### src/rtl/seq_det_pkg.sv
// Shared constants and elaboration helpers for the serial pattern detector family.
package seq_det_pkg;

  localparam logic LOW  = 1'b0;
  localparam logic HIGH = 1'b1;

  localparam int unsigned MIN_PATTERN_LEN = 2;
  localparam int unsigned MAX_PATTERN_LEN = 16;
  localparam int unsigned MIN_COUNT_WIDTH = 1;
  localparam int unsigned MAX_COUNT_WIDTH = 16;

  // Bits needed to hold values 0..n-1.
  function automatic int unsigned clog2(input int unsigned n);
    int unsigned r;
    int unsigned v;
    r = 0;
    v = (n > 0) ? n - 1 : 0;
    while (v > 0) begin
      r = r + 1;
      v = v >> 1;
    end
    return r;
  endfunction

  function automatic bit pattern_len_legal(input int unsigned n);
    return (n >= MIN_PATTERN_LEN) && (n <= MAX_PATTERN_LEN);
  endfunction

  function automatic bit count_width_legal(input int unsigned n);
    return (n >= MIN_COUNT_WIDTH) && (n <= MAX_COUNT_WIDTH);
  endfunction

endpackage

### src/rtl/rising_edge_detect.sv
// Registered previous-value rising-edge detector for strobe inputs.
module rising_edge_detect
  import seq_det_pkg::*;
(
  input  logic clk,
  input  logic reset,
  input  logic in,
  output logic pulse
);

  logic prev_q;

  always_ff @(posedge clk) begin
    if (!reset) prev_q <= LOW;
    else        prev_q <= in;
  end

  // Combinational: a strobe held high through reset release yields one pulse.
  assign pulse = in & ~prev_q;

endmodule

### src/rtl/pattern_sequence_detector.sv
// Serial bit-stream matcher against a runtime-loadable pattern, sampled on
// strobe rising edges, with optional overlap and a saturating match counter.
module pattern_sequence_detector
  import seq_det_pkg::*;
#(
  parameter int unsigned                PATTERN_LEN     = 4,
  parameter logic [PATTERN_LEN-1:0]     DEFAULT_PATTERN = PATTERN_LEN'(4'b1011),
  parameter int unsigned                COUNT_WIDTH     = 8
) (
  input  logic                                 clk,
  input  logic                                 reset,
  input  logic                                 update,
  input  logic                                 value,
  input  logic [PATTERN_LEN-1:0]               pattern,
  input  logic                                 pattern_load,
  input  logic                                 overlap_en,
  input  logic                                 count_clear,
  output logic                                 sequence_detected,
  output logic [COUNT_WIDTH-1:0]               match_count,
  output logic [clog2(PATTERN_LEN+1)-1:0]      fill_level
);

  localparam int unsigned FILL_W = clog2(PATTERN_LEN + 1);
  localparam int unsigned HIST_W = PATTERN_LEN - 1;
  localparam logic [COUNT_WIDTH-1:0] COUNT_MAX = {COUNT_WIDTH{1'b1}};
  localparam logic [FILL_W-1:0]      FILL_FULL = FILL_W'(PATTERN_LEN);
  localparam logic [FILL_W-1:0]      FILL_ARM  = FILL_W'(PATTERN_LEN - 1);

  if (!pattern_len_legal(PATTERN_LEN)) begin : g_bad_pattern_len
    $error("pattern_sequence_detector: PATTERN_LEN must be 2..16");
  end
  if (!count_width_legal(COUNT_WIDTH)) begin : g_bad_count_width
    $error("pattern_sequence_detector: COUNT_WIDTH must be 1..16");
  end

  logic                   edge_event_c;
  logic [PATTERN_LEN-1:0] candidate_c;
  logic                   match_c;

  logic [PATTERN_LEN-1:0] pattern_q, pattern_d;
  logic [HIST_W-1:0]      history_q, history_d;
  logic [FILL_W-1:0]      fill_q,    fill_d;
  logic                   det_q,     det_d;
  logic [COUNT_WIDTH-1:0] count_q,   count_d;

  rising_edge_detect u_update_edge (
    .clk   (clk),
    .reset (reset),
    .in    (update),
    .pulse (edge_event_c)
  );

  // Only the newest PATTERN_LEN-1 bits are kept; the new sample completes the window.
  assign candidate_c = {history_q, value};
  assign match_c     = (fill_q >= FILL_ARM) && (candidate_c == pattern_q);

  always_comb begin
    pattern_d = pattern_q;
    history_d = history_q;
    fill_d    = fill_q;
    det_d     = det_q;
    count_d   = count_q;

    if (pattern_load) begin
      pattern_d = pattern;
      fill_d    = '0;
      det_d     = LOW;
    end else if (edge_event_c) begin
      det_d     = match_c;
      history_d = candidate_c[HIST_W-1:0];
      if (match_c && !overlap_en) fill_d = '0;
      else if (fill_q != FILL_FULL) fill_d = fill_q + FILL_W'(1);
      if (match_c && (count_q != COUNT_MAX)) count_d = count_q + COUNT_WIDTH'(1);
    end

    if (count_clear) count_d = '0;
  end

  always_ff @(posedge clk) begin
    if (!reset) begin
      pattern_q <= DEFAULT_PATTERN;
      history_q <= '0;
      fill_q    <= '0;
      det_q     <= LOW;
      count_q   <= '0;
    end else begin
      pattern_q <= pattern_d;
      history_q <= history_d;
      fill_q    <= fill_d;
      det_q     <= det_d;
      count_q   <= count_d;
    end
  end

  assign sequence_detected = det_q;
  assign match_count       = count_q;
  assign fill_level        = fill_q;

endmodule

### config.mk
export PLATFORM = sky130hd
export DESIGN_NAME = pattern_sequence_detector
export DESIGN_NICKNAME = d
export VERILOG_FILES = /design/src/rtl/seq_det_pkg.sv /design/src/rtl/rising_edge_detect.sv /design/src/rtl/pattern_sequence_detector.sv
export SDC_FILE = /design/constraint.sdc
export NUM_CORES = 1
export LEC_CHECK = 0
export BUFFER_PORTS_ARGS = -buffer_cell sky130_fd_sc_hd__buf_2
export CORE_MARGIN = 2
export CORE_UTILIZATION = 42
export CTS_BUF_LIST = sky130_fd_sc_hd__clkbuf_8
export CTS_CLUSTER_SIZE = 8
export DETAILED_ROUTE_END_ITERATION = 6
export PLACE_DENSITY = 0.7
export SYNTH_ARGS = -nofsm -noshare
export SYNTH_HDL_FRONTEND = slang
export SYNTH_SLANG_ARGS = --single-unit
### constraint.sdc
create_clock -name clk -period 4.4 [get_ports clk]
set_input_delay 0.88 -clock clk [delete_from_list [all_inputs] [get_ports clk]]
set_output_delay 0.88 -clock clk [all_outputs]
set_load 0.02 [all_outputs]
==> results.sh, run 1 <==
export IMPL_p_per_area_nw_per_um2=329.6
export IMPL_place_inst=160
export IMPL_p_leak_uw=0.0005110
export IMPL_holdBufCountCts=0
export IMPL_viasPerCell=5.140
export IMPL_setup_viol=0
export IMPL_cts_buffers=3
export IMPL_worstMarginPinSlew_ns=0.4155
export IMPL_min_path_type="reg2reg"
export IMPL_synth_simple_area_share_pct=27.69
export IMPL_multi_input_area_um2=578.1
export IMPL_grt_pass1_vias=788
export IMPL_peakVddDrop_uv=195.2
export IMPL_synth_seq_cells=20
export IMPL_synth_compound_gate_area_share_pct=11.50
export IMPL_crit_fanout=9
export IMPL_syn_nets=128
export IMPL_synth_ff_type="dfxtp_1"
export IMPL_grt_max_degree=13
export IMPL_clockBufferDepth=2
export IMPL_status="completed"
export IMPL_route_detailed_drc=0
export IMPL_fp_row_count=17
export IMPL_post_cts_resize_count=0
export IMPL_fp_dieArea_um2=2819
export IMPL_portBuffers=22
export IMPL_synth_avg_cell_area_um2=8.958
export IMPL_gp_congestion=0.7642
export IMPL_grt_antenna_before_repair=0
export IMPL_layoutNonFillerInstCount=164
export IMPL_async_reset_ff_share_pct=0
export IMPL_clock_sinks=20
export IMPL_synth_edf_count=0
export IMPL_synthAdderAreaFrac_pct=4.944
export IMPL_finalHoldViolations=0
export IMPL_clkTransAtPathRegs_ns=0.08
export IMPL_yosysSeqAreaShare_pct=39.56
export IMPL_area_delta_synth_final_pct=19.53
export IMPL_ys_types=30
export IMPL_start_kind="input port"
export IMPL_skew_ns=0.002278
export IMPL_start_util_pct=44.89
export IMPL_drt_iter0_drc=11
export IMPL_drt_total_wl_mm=1.988
export IMPL_dpl_hpwl_mm=1.528
export IMPL_die_w_um=53.09
export IMPL_synth_top_area_share_pct=39.56
export IMPL_ys_top_cells_by_count="20 x dfxtp_1, 14 x nand2_1, 10 x nor2_1"
export IMPL_hold_slack_ns=0.4901
export IMPL_wl_per_cell_um=12.12
export IMPL_total_power_uw=398.8
export IMPL_setup_worst_path_class="in2reg"
export IMPL_cp_required_ns=4.56
export IMPL_tritoncts="done"
export IMPL_synth_top_family_by_area="simple AND/OR/NAND/NOR gates"
export IMPL_netlist_area_um2=1012
export IMPL_pin_count=23
export IMPL_grt_util_all_layers_pct=16.09
export IMPL_seqCellArea_um2=400.4
export IMPL_drtAntennaViolNets=0
export IMPL_synth_area_leaders="dfxtp_1 40%, mux2i_1 6.9%, xnor2_1 6.1%, nand2_1 5.2%, ha_1 4.9%"
export IMPL_clock_latency_ns=0.26
export IMPL_rsz0062_at_grt="false"
export IMPL_synth_cells=113
export IMPL_vias=843
export IMPL_period_share_pct=44.43
export IMPL_drive_above_1_share_pct=24.26
export IMPL_die_h_um=53.09
export IMPL_synthXorXnorAreaFrac_pct=6.057
export IMPL_ys_warn_count=0
export IMPL_slew_headroom_pct=72.24
export IMPL_clockRootBuffer="clkbuf_8"
export IMPL_synth_largest_area_cell="dfxtp_1"
export IMPL_min_period_ns=1.955
export IMPL_drv_slew=0
export IMPL_arrival_ns=2.11
export IMPL_grt_pass1_wl_mm=3.312
export IMPL_cap_violations=0
export IMPL_core_area_um2=2255
export IMPL_setup_tns_ns=0
export IMPL_cp_end_kind="flop"
export IMPL_grt_overflow=0
export IMPL_synth_most_common_cell="dfxtp_1"
export IMPL_num_fill_cells=224
export IMPL_dr_pass1_iters=4
export IMPL_antenna_cells=0
export IMPL_cts_max_level=1
export IMPL_post_cts_setup_buffer_count=0
export IMPL_synthMuxAreaShare_pct=6.922
export IMPL_utilization_pct=53.66
export IMPL_fin_nets=152
export IMPL_fmax_ghz=0.5116
[kinds of logic after synthesis]
family,Yosys count
AOI/OAI and AO/OA,18
xor gates and xnor gates,7
adders and majority gates,4
buffers and inverters,7
DFF,20
muxes,7
and+or+nand+nor,50
[report_power, final]
group / internal, µW / total (µW) / switching [µW] / leakage (µW)
Clock: 121 / 183 / 61.6 / 0.0000357
Sequential: 185 / 188 / 3.17 / 0.000162
Combinational: 12.6 / 28.0 / 15.4 / 0.000313
[cell type report]
cell class	count	area share, %
tap	28	2.896
clock inverter	1	2.482
inverter	4	1.241
multi-input combinational	86	47.78
clock buffer	3	3.413
timing repair buffer	22	9.100
sequential	20	33.09
[routing by layer]
| layer | track usage (%) | wire length [µm] | vias to the layer above | part of all wire, % |
|---|---|---|---|---|
| li1 | - | - | 436 | - |
| met1 | 19.51 | 916 | 392 | 46 |
| met2 | 27.50 | 992 | 11 | 50 |
| met3 | 2.542 | 53 | 4 | 2.7 |
| met4 | 7.692 | 25 | 0 | 1.3 |
| met5 | 0 | 0 | - | 0 |
[registers in the layout (all words and copies together), names as in the netlist]
name	flops
u_update_edge.prev_q	1
fill_level	3
pattern_q	4
sequence_detected	1
match_count	8
history_q	3
[placed cells by master (no fill, tap or decap)]
cell	instances
o21ai_0	5
nand2_1	14
or3_1	1
clkbuf_8	3
buf_2	22
nand3_2	1
nor2b_1	3
nor4_2	1
a22oi_1	1
a21oi_1	4
o21ai_2	1
a31oi_1	1
nand3_1	3
nor3_4	1
a211o_1	1
and3_1	1
dfxtp_1	20
xnor2_1	7
nor4_1	1
nor2_1	10
a21boi_0	3
mux2i_1	7
nand4_1	4
nor3_1	1
nor3b_4	1
ha_1	4
nand2b_1	5
inv_1	4
a31o_2	2
and2_1	3
bufinv_16	1
[stage by stage]
stage / worst slack (ns) / cell area, µm²
2_1_floorplan: 2.371 / 1012
3_3_place_gp: 2.240 / 1139
3_5_place_dp: 2.189 / 1139
4_1_cts: 2.462 / 1210
5_1_grt: 2.372 / 1210
6_report: 2.445 / 1210
[critical path, stage by stage]
cell and delay (ns):
buf_2 0.18, nor3b_4 0.28, o21ai_2 0.14, nor4_2 0.29, a21oi_1 0.12, a31o_2 0.22
[worst paths after layout]
check | start | end | slack (ns) | depth (start not counted)
worst min-delay path | match_count[6]$_SDFFE_PP0P_ | match_count[6]$_SDFFE_PP0P_ | 0.49 | 2
worst max-delay path | pattern_load | match_count[5]$_SDFFE_PP0P_ | 2.45 | 6
worst min register to register | match_count[6]$_SDFFE_PP0P_ | match_count[6]$_SDFFE_PP0P_ | 0.49 | 2
worst max register to register | fill_level[1]$_SDFFE_PP0P_ | match_count[5]$_SDFFE_PP0P_ | 2.53 | 7
(Power assumes the default switching activity.)
==> run 2: changes to the inputs <==
--- a/config.mk
+++ b/config.mk
@@ -11,7 +11,7 @@
 export CTS_BUF_LIST = sky130_fd_sc_hd__clkbuf_8
 export CTS_CLUSTER_SIZE = 8
 export DETAILED_ROUTE_END_ITERATION = 6
-export PLACE_DENSITY = 0.7
+export PLACE_DENSITY = 0.72
 export SYNTH_ARGS = -nofsm -noshare
 export SYNTH_HDL_FRONTEND = slang
 export SYNTH_SLANG_ARGS = --single-unit
==> constraint.sdc (replaced) <==
create_clock -name clk -period 1.6 [get_ports clk]
set_input_delay 0.32 -clock clk [delete_from_list [all_inputs] [get_ports clk]]
set_output_delay 0.32 -clock clk [all_outputs]
set_load 0.02 [all_outputs]
==> run 2 against run 1 <==
  * Core utilization increased by 3.9 points
  * Routed wire length increased by 0.80%
  * Sequential share of layout area decreased by 1.8 points
  * Clock skew increased by 0.00060 ns
  * Final area increased by 7.2%
  * Total power increased by 130%
  * Combinational power increased to 3.1 times the previous value
  * Setup slack got worse by 2.4 ns
  * Critical endpoint is now match_count[0]$_SDFFE_PP0P_
  * Highest routed layer is now met3
==> results.sh, run 2 (synthesis gave the netlist of run 1 again) <==
export IMPL_total_power_uw=926.7
export IMPL_fin_nets=158
export IMPL_final_common_cell="buf_2"
export IMPL_start_kind="flop"
export IMPL_grt_max_degree=12
export IMPL_arrival_ns=1.72
export IMPL_place_area_um2=1199
export IMPL_tritoncts="done"
export IMPL_num_fill_cells=224
export IMPL_viasPerCell=5.188
export IMPL_crit_chain="ha_4 -> ha_4 -> a211o_1 -> nand3_4 -> nor3_4 -> buf_4 -> xnor2_2 -> nor2_1"
export IMPL_cp_end_kind="flop"
export IMPL_seqCellArea_um2=406.6
export IMPL_skew_ns=0.002876
export IMPL_crit_path_start="fill_level[0]$_SDFFE_PP0P_"
export IMPL_start_util_pct=44.89
export IMPL_utilization_pct=57.55
export IMPL_drt_iter0_drc=16
export IMPL_p_per_area_nw_per_um2=714.2
export IMPL_die_w_um=53.09
export IMPL_reg2reg_from="fill_level[0]$_SDFFE_PP0P_"
export IMPL_rsz0062_at_grt="true"
export IMPL_cts_buffers=3
export IMPL_min_path_type="in2reg"
export IMPL_min_period_ns=1.580
export IMPL_cts_max_level=1
export IMPL_gp_congestion=0.7807
export IMPL_pin_count=23
export IMPL_portBuffers=22
export IMPL_drtAntennaViolNets=0
export IMPL_route_detailed_drc=0
export IMPL_crit_top_cell="ha_4"
export IMPL_drv_slew=0
export IMPL_stdcell_area_um2=1297
export IMPL_endpoint="match_count[0]$_SDFFE_PP0P_"
export IMPL_p_leak_uw=0.0005494
export IMPL_grt_pass1_vias=866
export IMPL_clock_sinks=20
export IMPL_grt_util_all_layers_pct=17.11
export IMPL_critPathMaxStageDelay_ns=0.36
export IMPL_grt_pass1_wl_mm=3.553
export IMPL_layout_common_cells="22 x buf_2, 17 x dfxtp_1, 14 x nand2_1"
export IMPL_fp_row_count=17
export IMPL_fmax_ghz=0.6328
export IMPL_status="completed"
export IMPL_period_share_pct=98.77
export IMPL_antenna_cells=0
export IMPL_die_h_um=53.09
export IMPL_multi_input_area_um2=640.6
export IMPL_drt_total_wl_mm=2.004
export IMPL_setup_worst_path_class="reg2reg"
export IMPL_setup_viol=0
export IMPL_grt_antenna_before_repair=0
export IMPL_crit_family="simple AND/OR/NAND/NOR gates"
export IMPL_clockRootBuffer="clkbuf_8"
export IMPL_grt_overflow=0
export IMPL_ff2ff_setup_slack_ns=0.02
export IMPL_vias=882
export IMPL_slew_headroom_pct=74.48
export IMPL_area_delta_synth_final_pct=28.18
export IMPL_drive_above_1_share_pct=33.10
export IMPL_cp_required_ns=1.74
export IMPL_slowest_stage="dfxtp_2"
export IMPL_cap_violations=0
export IMPL_wl_per_cell_um=11.79
export IMPL_worstMarginPinSlew_ns=0.3820
export IMPL_clock_latency_ns=0.25
export IMPL_fp_dieArea_um2=2819
export IMPL_r2r_cells=8
export IMPL_reg2reg_to="match_count[0]$_SDFFE_PP0P_"
export IMPL_peakVddDrop_uv=530.0
export IMPL_clkTransAtPathRegs_ns=0.07
export IMPL_hold_path_startpoint="pattern[1]"
export IMPL_crit_fanout=6
export IMPL_finalHoldViolations=0
export IMPL_dr_pass1_iters=4
export IMPL_cp_num_cells=8
export IMPL_core_area_um2=2255
export IMPL_worst_path_buf_inv=1
export IMPL_dpl_hpwl_mm=1.579
export IMPL_clockBufferDepth=2
export IMPL_largest_reg_flops=8
## run 2: final cells by class
class	instances	area share, %
clock inverter	1	0.2893
timing repair buffer	28	11.96
tap	28	2.700
sequential	20	31.34
clock buffer	3	3.182
multi-input combinational	86	49.37
inverter	4	1.157
## run 2: what timing repair did
item,in CTS,in global routing
hold buffers,0,0
endpoints found under the setup margin,2,9
pin swaps,2,3
gates resized for setup,1,7
buffers inserted,0,1
## run 2: metal layers
layer,track usage [%],vias up,share of wire (%)
met3,3.390,0,3.3
met4,5.556,0,0
met2,30.42,19,52
li1,-,448,-
met5,0,-,0
met1,20.42,415,44
## run 2: metrics by stage
stage                TNS, ns  hold slack [ns]  setup slack [ns]  cells
global route         -0.3748           0.2848          -0.07674    170
floorplan                  0           0.4417          0.008123    113
global placement           0           0.4671           0.03288    165
finish                     0           0.2798           0.01965    170
detailed placement  -0.03519           0.4815          -0.03519    165
CTS                        0           0.2741           0.02617    169
## run 2: how the worst min path moves through the flow
stage,endpoint,cells after the start
after detailed placement,pattern_q[1]$_SDFFE_PN1P_,2
after global routing,pattern_q[0]$_SDFFE_PN1P_,3
after CTS,pattern_q[1]$_SDFFE_PN1P_,3
after floorplan,u_update_edge.prev_q$_SDFF_PN0_,1
final,pattern_q[1]$_SDFFE_PN1P_,3
after global placement,match_count[6]$_SDFFE_PP0P_,2
## run 2: tightest hold or removal path: cells and delay by family
family	cells	cell delay, ns
simple gates	1	0.05
buf+inv	1	0.07
mux	1	0.05
## run 2: power by group
part	leakage, µW	total, µW	internal (µW)	switching, µW
Sequential	0.000164	515	507	8.13
Combinational	0.000358	86.7	39.9	46.8
Clock	0.0000269	325	170	155
==> run 3: changes to the inputs <==
==> constraint.sdc (replaced) <==
create_clock -name clk -period 1.35 [get_ports clk]
set_input_delay 0.27 -clock clk [delete_from_list [all_inputs] [get_ports clk]]
set_output_delay 0.27 -clock clk [all_outputs]
set_load 0.02 [all_outputs]
==> run 3 against run 2 <==
  * First-iteration DRC count down 19%
  * Via count up 6.2%
  * Flip-flop and latch count unchanged
  * Sequential power up 18%
  * Clock skew about the same
  * Worst hold slack worse by 0.055 ns
  * The flow now finishes with violations (negative setup slack)
  * Final area up 10%
  * Global-route usage up 1.2 points
==> results.sh, run 3 (synthesis gave the netlist of run 1 again) <==
export IMPL_viasPerCell=5.092
export IMPL_route_detailed_drc=0
export IMPL_portBuffers=22
export IMPL_crit_fanout=6
export IMPL_grt_overflow=0
export IMPL_grt_antenna_before_repair=0
export IMPL_clock_latency_ns=0.26
export IMPL_tritoncts="done"
export IMPL_worstMarginPinSlew_ns=0.3641
export IMPL_drive_above_1_share_pct=41.67
export IMPL_largest_reg_flops=8
export IMPL_cap_violations=0
export IMPL_num_fill_cells=201
export IMPL_route_met2_wl_mm=1.090
export IMPL_drtAntennaViolNets=0
export IMPL_area_delta_synth_final_pct=41.04
export IMPL_setup_worst_path_class="reg2reg"
export IMPL_gp_congestion=0.7691
export IMPL_worst_path_buf_inv=0
export IMPL_crit_top_cell="ha_4"
export IMPL_finalHoldViolations=0
export IMPL_start_util_pct=44.89
export IMPL_holdBufCountCts=0
export IMPL_cts_buffers=3
export IMPL_p_per_area_nw_per_um2=830.4
export IMPL_vias=937
export IMPL_grt_util_all_layers_pct=18.30
export IMPL_min_period_ns=1.555
export IMPL_die_w_um=53.09
export IMPL_fp_dieArea_um2=2819
export IMPL_reg2reg_to="match_count[7]$_SDFFE_PP0P_"
export IMPL_final_common_cell="buf_2"
export IMPL_pin_count=23
export IMPL_status="finished, violations left"
export IMPL_top_layer="met4"
export IMPL_slew_headroom_pct=75.73
export IMPL_crit_chain="ha_4 -> ha_4 -> a211o_1 -> nand3_4 -> nor3_4 -> a21oi_1 -> a31o_2"
export IMPL_violations="negative setup slack"
export IMPL_crit_family="compound AO/OA/AOI/OAI gates"
export IMPL_r2r_cells=7
export IMPL_clock_sinks=20
export IMPL_dr_pass1_iters=4
export IMPL_cts_max_level=1
export IMPL_drt_met1_wl_mm=1.016
export IMPL_skew_ns=0.002463
export IMPL_wl_per_cell_um=11.97
export IMPL_setup_viol=12
export IMPL_dpl_hpwl_mm=1.689
export IMPL_setup_tns_ns=-1.711
export IMPL_critPathMaxStageDelay_ns=0.36
export IMPL_clockRootBuffer="clkbuf_8"
export IMPL_total_power_uw=1186
export IMPL_start_kind="flop"
export IMPL_p_leak_uw=0.0006270
export IMPL_layout_common_cells="22 x buf_2, 20 x buf_4, 15 x dfxtp_1"
export IMPL_grt_max_degree=12
export IMPL_crit_path_start="fill_level[0]$_SDFFE_PP0P_"
export IMPL_fin_nets=172
export IMPL_cp_required_ns=1.51
export IMPL_grt_pass1_wl_mm=3.795
export IMPL_peakVddDrop_uv=839.9
export IMPL_die_h_um=53.09
export IMPL_timing_final_ws_setup_ns=-0.2053
export IMPL_arrival_ns=1.71
export IMPL_drv_slew=0
export IMPL_rsz0062_at_grt="true"
export IMPL_core_area_um2=2255
export IMPL_whs_endpoint="pattern_q[1]$_SDFFE_PN1P_"
export IMPL_fmax_ghz=0.6430
export IMPL_period_share_pct=115.2
export IMPL_clockBufferDepth=2
export IMPL_min_path_type="in2reg"
export IMPL_slowest_stage="dfxtp_4"
export IMPL_worst_hold_path_num_cells=3
export IMPL_ff2ff_setup_slack_ns=-0.21
export IMPL_reg2reg_from="fill_level[0]$_SDFFE_PP0P_"
export IMPL_drt_total_wl_mm=2.203
export IMPL_clkTransAtPathRegs_ns=0.08
export IMPL_dr_wl_met3_um=73
export IMPL_cp_end_kind="flop"
export IMPL_grt_pass1_vias=923
export IMPL_antenna_cells=0
export IMPL_fp_row_count=17
export IMPL_drt_iter0_drc=13
export IMPL_hold_path_startpoint="pattern[1]"
-- run 3: layout make-up --
type                            instances  area (µm²)  share of cell area [%]
Clock buffer                            4       55.05                   3.856
Inverter                                4       15.01                   1.052
Multi-Input combinational cell         86       650.6                   45.57
Sequential cell                        20       411.6                   28.83
Tap cell                               28       35.03                   2.454
Timing Repair Buffer                   42       260.3                   18.23
-- run 3: how the worst max path moves through the flow --
stage / endpoint / slack, ns / cells after the start
2_1_floorplan: fill_level[2]$_SDFFE_PP0P_ / -0.16 / 7
3_3_place_gp: match_count[5]$_SDFFE_PP0P_ / -0.16 / 6
3_5_place_dp: match_count[5]$_SDFFE_PP0P_ / -0.19 / 6
4_1_cts: match_count[7]$_SDFFE_PP0P_ / -0.20 / 7
5_1_grt: match_count[7]$_SDFFE_PP0P_ / -0.31 / 7
6_report: match_count[7]$_SDFFE_PP0P_ / -0.21 / 7
-- run 3: report_power, final --
| group | internal (µW) | leakage (µW) | switching, µW | total [µW] |
|---|---|---|---|---|
| sequential | 599 | 0.000166 | 9.66 | 608 |
| clock | 259 | 0.0000288 | 198 | 457 |
| combinational | 58.4 | 0.000433 | 61.3 | 120 |
| total | 917 | 0.000627 | 269 | 1190 |
-- run 3: per-layer routing --
metal	global-route usage [%]	up-vias
met5	0	-
met4	5.128	0
met3	3.390	4
met2	33.96	17
met1	21.12	438
li1	-	478
-- run 3: timing repair --
item / CTS / global route
setup endpoints to repair: 12 / 12
pin swaps: 4 / 3
gates resized for setup: 4 / 0
setup buffers: 1 / 0
-- run 3: worst min-delay path: cells and delay by family --
kind / cells / cell delay, ns
multiplexers: 1 / 0.05
buffers and inverters: 1 / 0.08
AND/OR/NAND/NOR: 1 / 0.05
-- run 3: per-stage QoR --
stage          util (%)  hold WS (ns)  instances  setup WS, ns  area (µm²)
2_1_floorplan         -        0.3917        113       -0.1639        1082
3_3_place_gp      59.93        0.4766        179       -0.1561        1351
3_5_place_dp      59.93        0.4864        179       -0.1921        1351
4_1_cts           63.32        0.2232        184       -0.2016        1428
5_1_grt           63.32        0.2504        184       -0.3069        1428
6_report          63.32        0.2245        184       -0.2053        1428
